--- config.mk ---
export PLATFORM = sky130hd
export DESIGN_NAME = instruction_fetch
export DESIGN_NICKNAME = d
export VERILOG_FILES = /design/src/rtl/instruction_fetch.sv
export SDC_FILE = /design/constraint.sdc
export NUM_CORES = 1
export LEC_CHECK = 0
export ABC_CLOCK_PERIOD_IN_PS = 3200
export CAP_MARGIN = 10
export CORE_MARGIN = 3
export CORE_UTILIZATION = 35
export CTS_CLUSTER_DIAMETER = 30
export DETAILED_ROUTE_END_ITERATION = 12
export HOLD_SLACK_MARGIN = 0.02
export PLACE_DENSITY_LB_ADDON = 0.15
export SLEW_MARGIN = 10
export SYNTH_ARGS = -nofsm -noshare
export SYNTH_HDL_FRONTEND = slang
export SYNTH_SLANG_ARGS = --single-unit
export TNS_END_PERCENT = 50
--- constraint.sdc ---
create_clock -name clk -period 3.2 [get_ports clk]
set_input_delay 0.32 -clock clk [delete_from_list [all_inputs] [get_ports clk]]
set_output_delay 0.32 -clock clk [all_outputs]
set_load 0.05 [all_outputs]
--- src/rtl/instruction_fetch.sv ---
// instruction_fetch
// Fetches INST_W-bit words from synchronous program memory into a small
// prefetch FIFO and presents them to the decoder with a valid/ready handshake.
// A redirect from the execute stage flushes the FIFO and restarts fetching
// from the new address.
//
// Ports
//   clk, rst_n           clock, asynchronous active-low reset
//   imem_req/imem_addr   read request to program memory
//   imem_rdata           read data, valid one cycle after imem_req
//   instruction_valid    head word/address are valid
//   instruction_ready    decoder accepts the head word this cycle
//   instruction          head word
//   instruction_addr     address the head word was fetched from
//   redirect             flush and restart fetching at redirect_addr
//   redirect_addr        absolute restart address
//
// state | meaning
// BOOT  | single idle cycle after reset release, no requests
// RUN   | normal fetching; redirects are handled within this state
module instruction_fetch #(
    parameter int INST_W   = 16,
    parameter int I_ADDR_W = 12,
    parameter int DEPTH    = 2,
    parameter logic [I_ADDR_W-1:0] RESET_VECTOR = '0
) (
    input  logic                clk,
    input  logic                rst_n,
    output logic                imem_req,
    output logic [I_ADDR_W-1:0] imem_addr,
    input  logic [INST_W-1:0]   imem_rdata,
    output logic                instruction_valid,
    input  logic                instruction_ready,
    output logic [INST_W-1:0]   instruction,
    output logic [I_ADDR_W-1:0] instruction_addr,
    input  logic                redirect,
    input  logic [I_ADDR_W-1:0] redirect_addr
);

    localparam int PTR_W = (DEPTH > 2) ? $clog2(DEPTH) : 1;
    localparam int CNT_W = $clog2(DEPTH + 1);

    typedef enum logic {BOOT, RUN} state_t;

    state_t              state, state_next;
    logic [I_ADDR_W-1:0] fetch_pc;
    logic [I_ADDR_W-1:0] req_addr;
    logic [INST_W-1:0]   fifo_data [DEPTH];
    logic [I_ADDR_W-1:0] fifo_addr [DEPTH];
    logic [PTR_W-1:0]    rd_ptr, wr_ptr;
    logic [CNT_W-1:0]    count, count_next;
    logic [CNT_W-1:0]    inflight;
    logic [INST_W-1:0]   last_inst;
    logic [I_ADDR_W-1:0] last_addr;
    logic                pop, push;

    function automatic logic [PTR_W-1:0] ptr_inc(input logic [PTR_W-1:0] p);
        return (p == PTR_W'(DEPTH - 1)) ? '0 : p + 1'b1;
    endfunction

    assign pop       = instruction_valid & instruction_ready;
    // A response arriving in a redirect cycle belongs to the old stream and
    // is dropped simply by not pushing it.
    assign push      = (inflight != '0) && !redirect;
    assign imem_addr = fetch_pc;

    // Head is read from storage, never bypassed from imem_rdata; when empty
    // the last presented word is held.
    assign instruction      = instruction_valid ? fifo_data[rd_ptr] : last_inst;
    assign instruction_addr = instruction_valid ? fifo_addr[rd_ptr] : last_addr;

    always_comb begin
        state_next = state;
        imem_req   = 1'b0;
        case (state)
            BOOT: state_next = RUN;
            RUN: begin
                // Slots already claimed (stored + in flight) minus the one
                // leaving this cycle must leave room for one more word.
                imem_req = !redirect &&
                           ((int'(count) + int'(inflight) - int'(pop)) < DEPTH);
            end
            default: state_next = BOOT;
        endcase
    end

    always_comb begin
        count_next = count;
        if (redirect)
            count_next = '0;
        else if (push && !pop)
            count_next = count + 1'b1;
        else if (!push && pop)
            count_next = count - 1'b1;
    end

    always_ff @(posedge clk or negedge rst_n) begin
        if (!rst_n) begin
            state             <= BOOT;
            fetch_pc          <= RESET_VECTOR;
            req_addr          <= '0;
            rd_ptr            <= '0;
            wr_ptr            <= '0;
            count             <= '0;
            inflight          <= '0;
            instruction_valid <= 1'b0;
            last_inst         <= '0;
            last_addr         <= '0;
            for (int i = 0; i < DEPTH; i++) begin
                fifo_data[i] <= '0;
                fifo_addr[i] <= '0;
            end
        end else begin
            state             <= state_next;
            count             <= count_next;
            instruction_valid <= (count_next != '0);
            inflight          <= imem_req ? CNT_W'(1) : '0;

            if (instruction_valid) begin
                last_inst <= fifo_data[rd_ptr];
                last_addr <= fifo_addr[rd_ptr];
            end

            if (imem_req) begin
                req_addr <= fetch_pc;
                fetch_pc <= fetch_pc + 1'b1;
            end

            if (redirect) begin
                fetch_pc <= redirect_addr;
                rd_ptr   <= '0;
                wr_ptr   <= '0;
            end else begin
                if (push) begin
                    fifo_data[wr_ptr] <= imem_rdata;
                    fifo_addr[wr_ptr] <= req_addr;
                    wr_ptr            <= ptr_inc(wr_ptr);
                end
                if (pop)
                    rd_ptr <= ptr_inc(rd_ptr);
            end
        end
    end

endmodule
# Word level (Yosys, flattened, before mapping)
# Index checks and enable logic that the tools add are counted.
# word_totals
wordCells,70
in_bits,32
regBits,115
out_inout_bits,42
# op_classes
reduce_logical,14
order_cmp,4
addsub,7
bitwise_logic,4
n_mux,27
# op_table
op,count
12-bit two-way mux,7
16-bit two-way mux,5
32-bit bitwise mux,1
24-bit bitwise mux,1
16-bit demux with 1-bit select,1
"12-bit by 1-bit adder with 12-bit output, second input constant",1
12-bit demux with 1-bit select,1
2-bit nonzero test,5
1-bit two-way mux,8
2-bit two-way mux,3
1-bit logical AND,5
"2-bit greater-or-equal comparator, second input constant",2
"4-bit by 3-bit less-than comparator with 1-bit output, second input constant",1
1-bit NOT with 2-bit output,2
3-bit by 1-bit subtractor with 4-bit output,1
2-bit by 1-bit adder with 3-bit output,1
1-bit zero test,3
"1-bit adder, second input constant",2
"2-bit by 1-bit adder with 2-bit output, second input constant",1
"2-bit by 1-bit less-than comparator with 1-bit output, second input constant",1
2-bit AND reduction,1
"2-bit by 1-bit subtractor with 2-bit output, second input constant",1
1-bit bitwise AND,1
1-bit NOT,1

# Logic depth before layout (Yosys ltp)
# Gate-level depths: netlist (run 1).
# depth
depth_word,8
ltp_mapped,10
depth_no_buf,8

# Worst setup path before layout (run 1)
# Ideal clock, no wire load.
# synth_path
kind,reg-to-reg
start,reg instruction_valid
end,reg req_addr[4]
required_ns,3.075
slack_ns,0.147
setup_ns,0.125
synth_period_minus_slack_ns,3.053
stages_incl_launch_ff,10
arrival_ns,2.928
n_path_buf,1
cell_sequence,dfrtp_1 nand2_1 xnor2_1 nand2_1 fa_1 xnor2_1 a32oi_2 nor2_1 buf_2 mux2_2
# synth_between
elab_chain_cells,5
# synth_rtl
element,line,source
start: declaration,32,"output logic instruction_valid,"
start signal: assignment,116,instruction_valid <= (count_next != '0);
1-bit bitwise AND,61,assign pop = instruction_valid & instruction_ready;
3-bit by 1-bit subtractor with 4-bit output,81,((int'(count) + int'(inflight) - int'(pop)) < DEPTH);
4-bit by 3-bit less-than comparator with 1-bit output,81,
1-bit logical AND,80,imem_req = !redirect &&
1-bit two-way mux,75,case (state)
via imem_req,29,"output logic imem_req,"
end signal: assignment,125,req_addr <= fetch_pc;
end: declaration,47,logic [I_ADDR_W-1:0] req_addr;
# The timed path passes the listed nets, and every way through them passes these cells.
# A chain may end at the register's enable or synchronous reset.

# Worst setup path in the final report (run 1)
# layout_path
start,in instruction_ready
end,out imem_req
# layout_between
elab_chain_cells,5
# layout_rtl
element,line,source
start: declaration,33,"input logic instruction_ready,"
1-bit bitwise AND,61,
3-bit by 1-bit subtractor with 4-bit output,81,
4-bit by 3-bit less-than comparator with 1-bit output,81,
1-bit logical AND,80,
1-bit two-way mux,75,
end: declaration,29,
# No other way between the ends.

==> reports/qor.csv, run 1 <==
stage;metric;value;unit
power;intPower;4.755;mW
detailed_routing;drt_first_pass_iters;4;
floorplan;die-width;122.9;µm
detailed_routing;num_vias;3125;
finish;layout_commonest_cell;dfrtp_1;
finish;layout_common_cells;dfrtp_1, clkdlybuf4s50_1, mux2_2, nor2_1, a21oi_1;
clocking;cts_setup_buffers;0;
status;status;finished, final reports clean;
setup_path;worstSetupStartpoint;instruction_ready;
power;p_sw;2.798;mW
power;p_leak;2.684;nW
finish;area_growth;34.20;%
floorplan;die_area;15100;µm²
setup_path;worstSetupEndpointType;output port;
global_route;grt_pass1_wl;16490;µm
power;comb_power_share;0.400;
detailed_routing;via_per_inst;4.860;
global_route;overflow;0;
synthesis;syn_area;4782;µm²
floorplan;rows;42;
synthesis;avgSynthCellArea;12.86;µm²
clocking;cts_buffers;17;
clocking;cts.sinks;115;
synthesis;ys_seq_area_frac;0.6018;
clocking;cts.path.max_buffers;2;
timing;max_slew_margin;0.5017;
timing;drv_slew;0;
detailed_routing;drc_errors;0;
timing;rsz0062_at_grt;no;
timing;fin_tns_setup;0;ps
finish;fillers;1213;
finish;final-seq-area;2880;µm²
timing;skew;6.730;ps
setup_path;r2r-start;inflight[0];
synthesis;ys_types;30;
global_route;track_usage;0.1441;
power;peakVddDrop;0.5699;mV
timing;setup_viol;0;
detailed_routing;ant_nets;0;
clocking;cts_resized;0;
timing;max_freq;349.6;MHz
power;p_per_area;1177;nW/µm²
clocking;cts_root_buf;clkbuf_16;
clocking;clock_latency;400;ps
power;p_clk_frac;0.275;
synthesis;ys_async_sr_fraction;1.000;
setup_path;crit_type;input pin to output port;
timing;finalCriticalPeriod;2860;ps
detailed_routing;wl_per_cell;15.39;µm
synthesis;synthFlopType;dfrtp_1;
placed_design;io_buffers;73;
worst_hold_path;worstHoldStart;redirect_addr[1];
floorplan;io-pin-count;74;
synthesis;yosysWarnings;0;
synthesis;ys_seq_elements;115;
global_route;antenna_found_initial;0;
detailed_routing;drtIter0Drc;85;
floorplan;die_h;122.9;µm
floorplan;initial_core_util;0.3597;
clocking;cts_hold_buf;1;
synthesis;syn-num-nets;406;
global_route;grt_pass1_vias;3187;
finish;diodes;0;
setup_path;worstPathArrival;2540;ps
clocking;path_clk_slew;50;ps
finish;drive_above_1_share;0.2463;
clocking;cts_tree;built;
timing;hold_viol;0;
worst_hold_path;hold_path_class;input pin to flop;
floorplan;core;13300;µm²
placed_design;finalWeightedCongestion;0.7487;
setup_path;rrSetupSlack;640;ps
finish;multi_input_area;1812;µm²
flow_run;maxCapViolCount;0;
synthesis;synth-edff-count;0;
timing;tightestPinTransition;747.4;ps
setup_path;worstPathMaxFanout;14;
setup_path;critPathRequiredTime;2880;ps
finish;fin_nets;488;
global_route;grt_max_degree;59;
placed_design;dp_hpwl;6416;µm
timing;period_share;0.8938;
setup_path;startpoint_type;input pin;
power;swShare;0.3704;
power;totalPowerFinal;7.553;mW
detailed_routing;wl;9893;µm
clocking;htree_levels;4;
power;pwr-share-seq;0.324;
synthesis;syn_inst;372;
power groups by stage:
stage / clock network [mW] / logic (mW) / registers [mW]
after floorplan: 0 / 2.10 / 2.46
after CTS: 2.13 / 3.07 / 2.46
final: 2.08 / 3.02 / 2.45
after detailed placement: 0 / 3.05 / 2.48
after global placement: 0 / 3.01 / 2.45
after global routing: 2.20 / 3.25 / 2.55
state kept, by name, indices dropped and copies added, names as in the netlist:
name and flops:
state 1, last_inst 16, imem_addr 12, fifo_addr 24, req_addr 12, rd_ptr 1
fifo_data 32, inflight 1, instruction_valid 1, wr_ptr 1, last_addr 12, count 2
worst max-delay path, cell delays in order:
cell             delay (ps)
clkdlybuf4s50_1         490
nand2_1                 130
xnor2_1                 250
nand2_1                 110
fa_1                    410
xnor2_1                 180
a32oi_2                 130
nor2_1                  100
buf_4                   250
buf_12                  170
metrics by stage:
step | worst slack, ps | cell area (µm²) | hold WS (ps) | cells | utilization
3_3_place_gp | 263.7 | 5746 | 429.7 | 610 | 0.4321
5_1_grt | 163.8 | 6417 | 496.8 | 643 | 0.4827
6_report | 339.9 | 6417 | 481.9 | 643 | 0.4827
3_5_place_dp | 195.1 | 5746 | 435.1 | 610 | 0.4321
4_1_cts | 319.7 | 6417 | 462.6 | 643 | 0.4827
2_1_floorplan | 147.4 | 4782 | 24.41 | 372 | -
cells in the mapped netlist, drive strengths merged (2+ instances only):
cell	number	area [µm²]
mux2i	29	290.3
mux2	68	765.7
a31oi	9	56.30
o31ai	4	30.03
buf	14	68.81
or3	5	31.28
nand4	2	12.51
dfrtp	115	2878
clkbuf	7	26.28
nor2	43	161.4
inv	2	7.510
o21ai	7	35.03
xnor2	4	35.03
nand3	6	30.03
xor2	3	26.28
a21oi	30	150.1
and4	2	17.52
or4	5	37.54
nand2	8	30.03
worst paths after layout:
check,end,depth (start not counted)
max reg2reg,imem_addr[11],8
max in group asynchronous,instruction_valid,3
min in group asynchronous,last_addr[6],2
max,imem_req,10
min,imem_addr[1],3
min reg2reg,fifo_addr[17],1
metal layers:
| metal | track usage | wire (µm) |
|---|---|---|
| met2 | 0.2224 | 4722 |
| met1 | 0.1898 | 4559 |
| met3 | 0.04254 | 453 |
| met5 | 0 | 0 |
| met4 | 0.06088 | 158 |
layout make-up:
class / instances / area share
Multi-Input combinational cell: 234 / 0.2823
Clock inverter: 9 / 0.02710
Tap cell: 176 / 0.03431
Timing Repair Buffer: 84 / 0.1302
Sequential cell: 115 / 0.4488
Clock buffer: 23 / 0.07604
Inverter: 2 / 0.001170
cells by family after synthesis:
group / share of synthesized area
DFF: 0.6018
muxes: 0.2208
and+or+nand+nor: 0.07379
AOI/OAI and AO/OA: 0.06175
buffers and inverters: 0.02146
xor gates and xnor gates: 0.01282
adders and majority gates: 0.006802
other: 0.0007842
Power figures use the tool's default switching activity.
==> run 2, diff against run 1 <==
--- a/config.mk
+++ b/config.mk
@@ -7,9 +7,10 @@
 export LEC_CHECK = 0
 export ABC_CLOCK_PERIOD_IN_PS = 3200
 export CAP_MARGIN = 10
+export CELL_PAD_IN_SITES_DETAIL_PLACEMENT = 2
+export CELL_PAD_IN_SITES_GLOBAL_PLACEMENT = 2
 export CORE_MARGIN = 3
 export CORE_UTILIZATION = 35
-export CTS_CLUSTER_DIAMETER = 30
 export DETAILED_ROUTE_END_ITERATION = 12
 export HOLD_SLACK_MARGIN = 0.02
 export PLACE_DENSITY_LB_ADDON = 0.15
==> reports/qor.csv, run 2 (same netlist as run 1, synthesis figures left out) <==
stage;metric;value;unit
setup_path;worstPathArrival;2540;ps
global_route;overflow;0;
timing;finalCriticalPeriod;2859;ps
setup_path;startpoint_type;flop;
finish;drive_above_1_share;0.2366;
clocking;cts_setup_buffers;0;
floorplan;initial_core_util;0.3597;
clocking;htree_levels;4;
global_route;grt_pass1_wl;19530;µm
setup_path;rr_endpoint;imem_addr[10];
detailed_routing;drt_first_pass_iters;4;
clocking;cts.path.max_buffers;2;
worst_hold_path;min_to;imem_addr[9];
setup_path;ff2ff_path_depth;8;
finish;largest_reg_flops;32;
setup_path;r2r-start;inflight[0];
clocking;cts_tree;built;
worst_hold_path;whs_path_depth;3;
floorplan;die-width;122.9;µm
timing;hold_viol;0;
timing;skew;8.416;ps
power;p_leak;2.636;nW
floorplan;core;13300;µm²
flow_run;maxCapViolCount;0;
detailed_routing;num_vias;3246;
clocking;clock_latency;410;ps
placed_design;finalWeightedCongestion;0.7257;
finish;largestRegisters;fifo_data x32, fifo_addr x24, last_inst x16;
floorplan;io-pin-count;74;
finish;layout_commonest_cell;dfrtp_1;
setup_path;critPathRequiredTime;2880;ps
timing;whs;473.1;ps
worst_hold_path;hold_path_class;input pin to flop;
global_route;antenna_found_initial;0;
setup_path;worstPathMaxFanout;58;
detailed_routing;drc_errors;0;
finish;fillers;1303;
timing;max_slew_margin;0.4601;
clocking;cts_root_buf;clkbuf_16;
global_route;track_usage;0.1690;
placed_design;dp_hpwl;7453;µm
clocking;cts_hold_buf;1;
placed_design;io_buffers;73;
power;p_per_area;1163;nW/µm²
worst_hold_path;worstHoldStart;redirect_addr[9];
detailed_routing;wl;11510;µm
clocking;path_clk_slew;50;ps
clocking;cts_resized;0;
setup_path;rrSetupSlack;590;ps
timing;rsz0062_at_grt;no;
timing;fin_tns_setup;0;ps
finish;area_growth;32.05;%
clocking;cts_buffers;17;
finish;fin_nets;487;
power;peakVddDrop;0.5823;mV
detailed_routing;wl_per_cell;17.96;µm
timing;setup_viol;0;
timing;max_freq;349.7;MHz
setup_path;crit_type;flop to output port;
floorplan;die_area;15100;µm²
timing;drv_slew;0;
global_route;grt_pass1_vias;3667;
detailed_routing;ant_nets;0;
detailed_routing;drtIter0Drc;158;
status;status;finished, final reports clean;
finish;multi_input_area;1807;µm²
setup_path;worstSetupEndpointType;output port;
timing;period_share;0.8935;
clocking;cts.sinks;115;
finish;diodes;0;
finish;regMostFlops;fifo_data;
finish;layout_common_cells;dfrtp_1, clkdlybuf4s50_1, mux2_2, nor2_1, a21oi_1;
timing;tightestPinTransition;809.8;ps
detailed_routing;via_per_inst;5.064;
floorplan;die_h;122.9;µm
finish;final-seq-area;2880;µm²
floorplan;rows;42;
global_route;grt_max_degree;61;
==> run 2: cell count changes in the layout (fill, tap and decap cells not counted), sizes merged <==
cell and delta:
buf -1, bufinv -4, clkbuf +3
==> run 2: per-stage QoR <==
stage          setup slack (ps)  power, mW  cell area, µm²  cells    util
2_1_floorplan             147.4      4.558            4782    372       -
3_3_place_gp              264.3      5.472            5746    609  0.4321
3_5_place_dp              144.6      5.631            5746    609  0.4321
4_1_cts                   298.8      7.470            6315    641  0.4750
5_1_grt                   120.9      7.811            6315    641  0.4750
6_report                  340.7      7.344            6315    641  0.4750
==> run 2: worst max-delay path by stage <==
stage / start / to / slack, ps / cells past startpoint
2_1_floorplan: instruction_valid / req_addr[4] / 150 / 9
3_3_place_gp: instruction_ready / imem_addr[11] / 260 / 10
3_5_place_dp: instruction_ready / imem_addr[10] / 140 / 10
4_1_cts: instruction_valid / instruction[5] / 300 / 4
5_1_grt: instruction_ready / imem_req / 120 / 10
6_report: instruction_valid / instruction[5] / 340 / 4
==> run 2: layer usage <==
layer	GRT usage	routed length [µm]
met1	0.2211	5282
met4	0.05598	176
met5	0	0
met3	0.05032	457
met2	0.2696	5594
==> run 2: cell type report <==
cell class / count / share of cell area
clock inverters: 5 / 0.007925
flip-flops and latches: 115 / 0.4561
clock buffers: 26 / 0.08064
inverters: 2 / 0.001189
well taps: 176 / 0.03487
repair buffers: 83 / 0.1331
multi-input cells: 234 / 0.2861
==> run 2: power breakdown <==
part / switching (mW) / total [mW] / internal [mW]
logic: 1.89 / 3.09 / 1.20
clock network: 0.622 / 1.78 / 1.16
registers: 0.375 / 2.47 / 2.10
==> run 2: critical path, cell delays in order, from the launching register on <==
cell and delay, ps:
dfrtp_2 360, buf_4 490, nor2_1 130, a21oi_1 250
clkdlybuf4s50_1 850
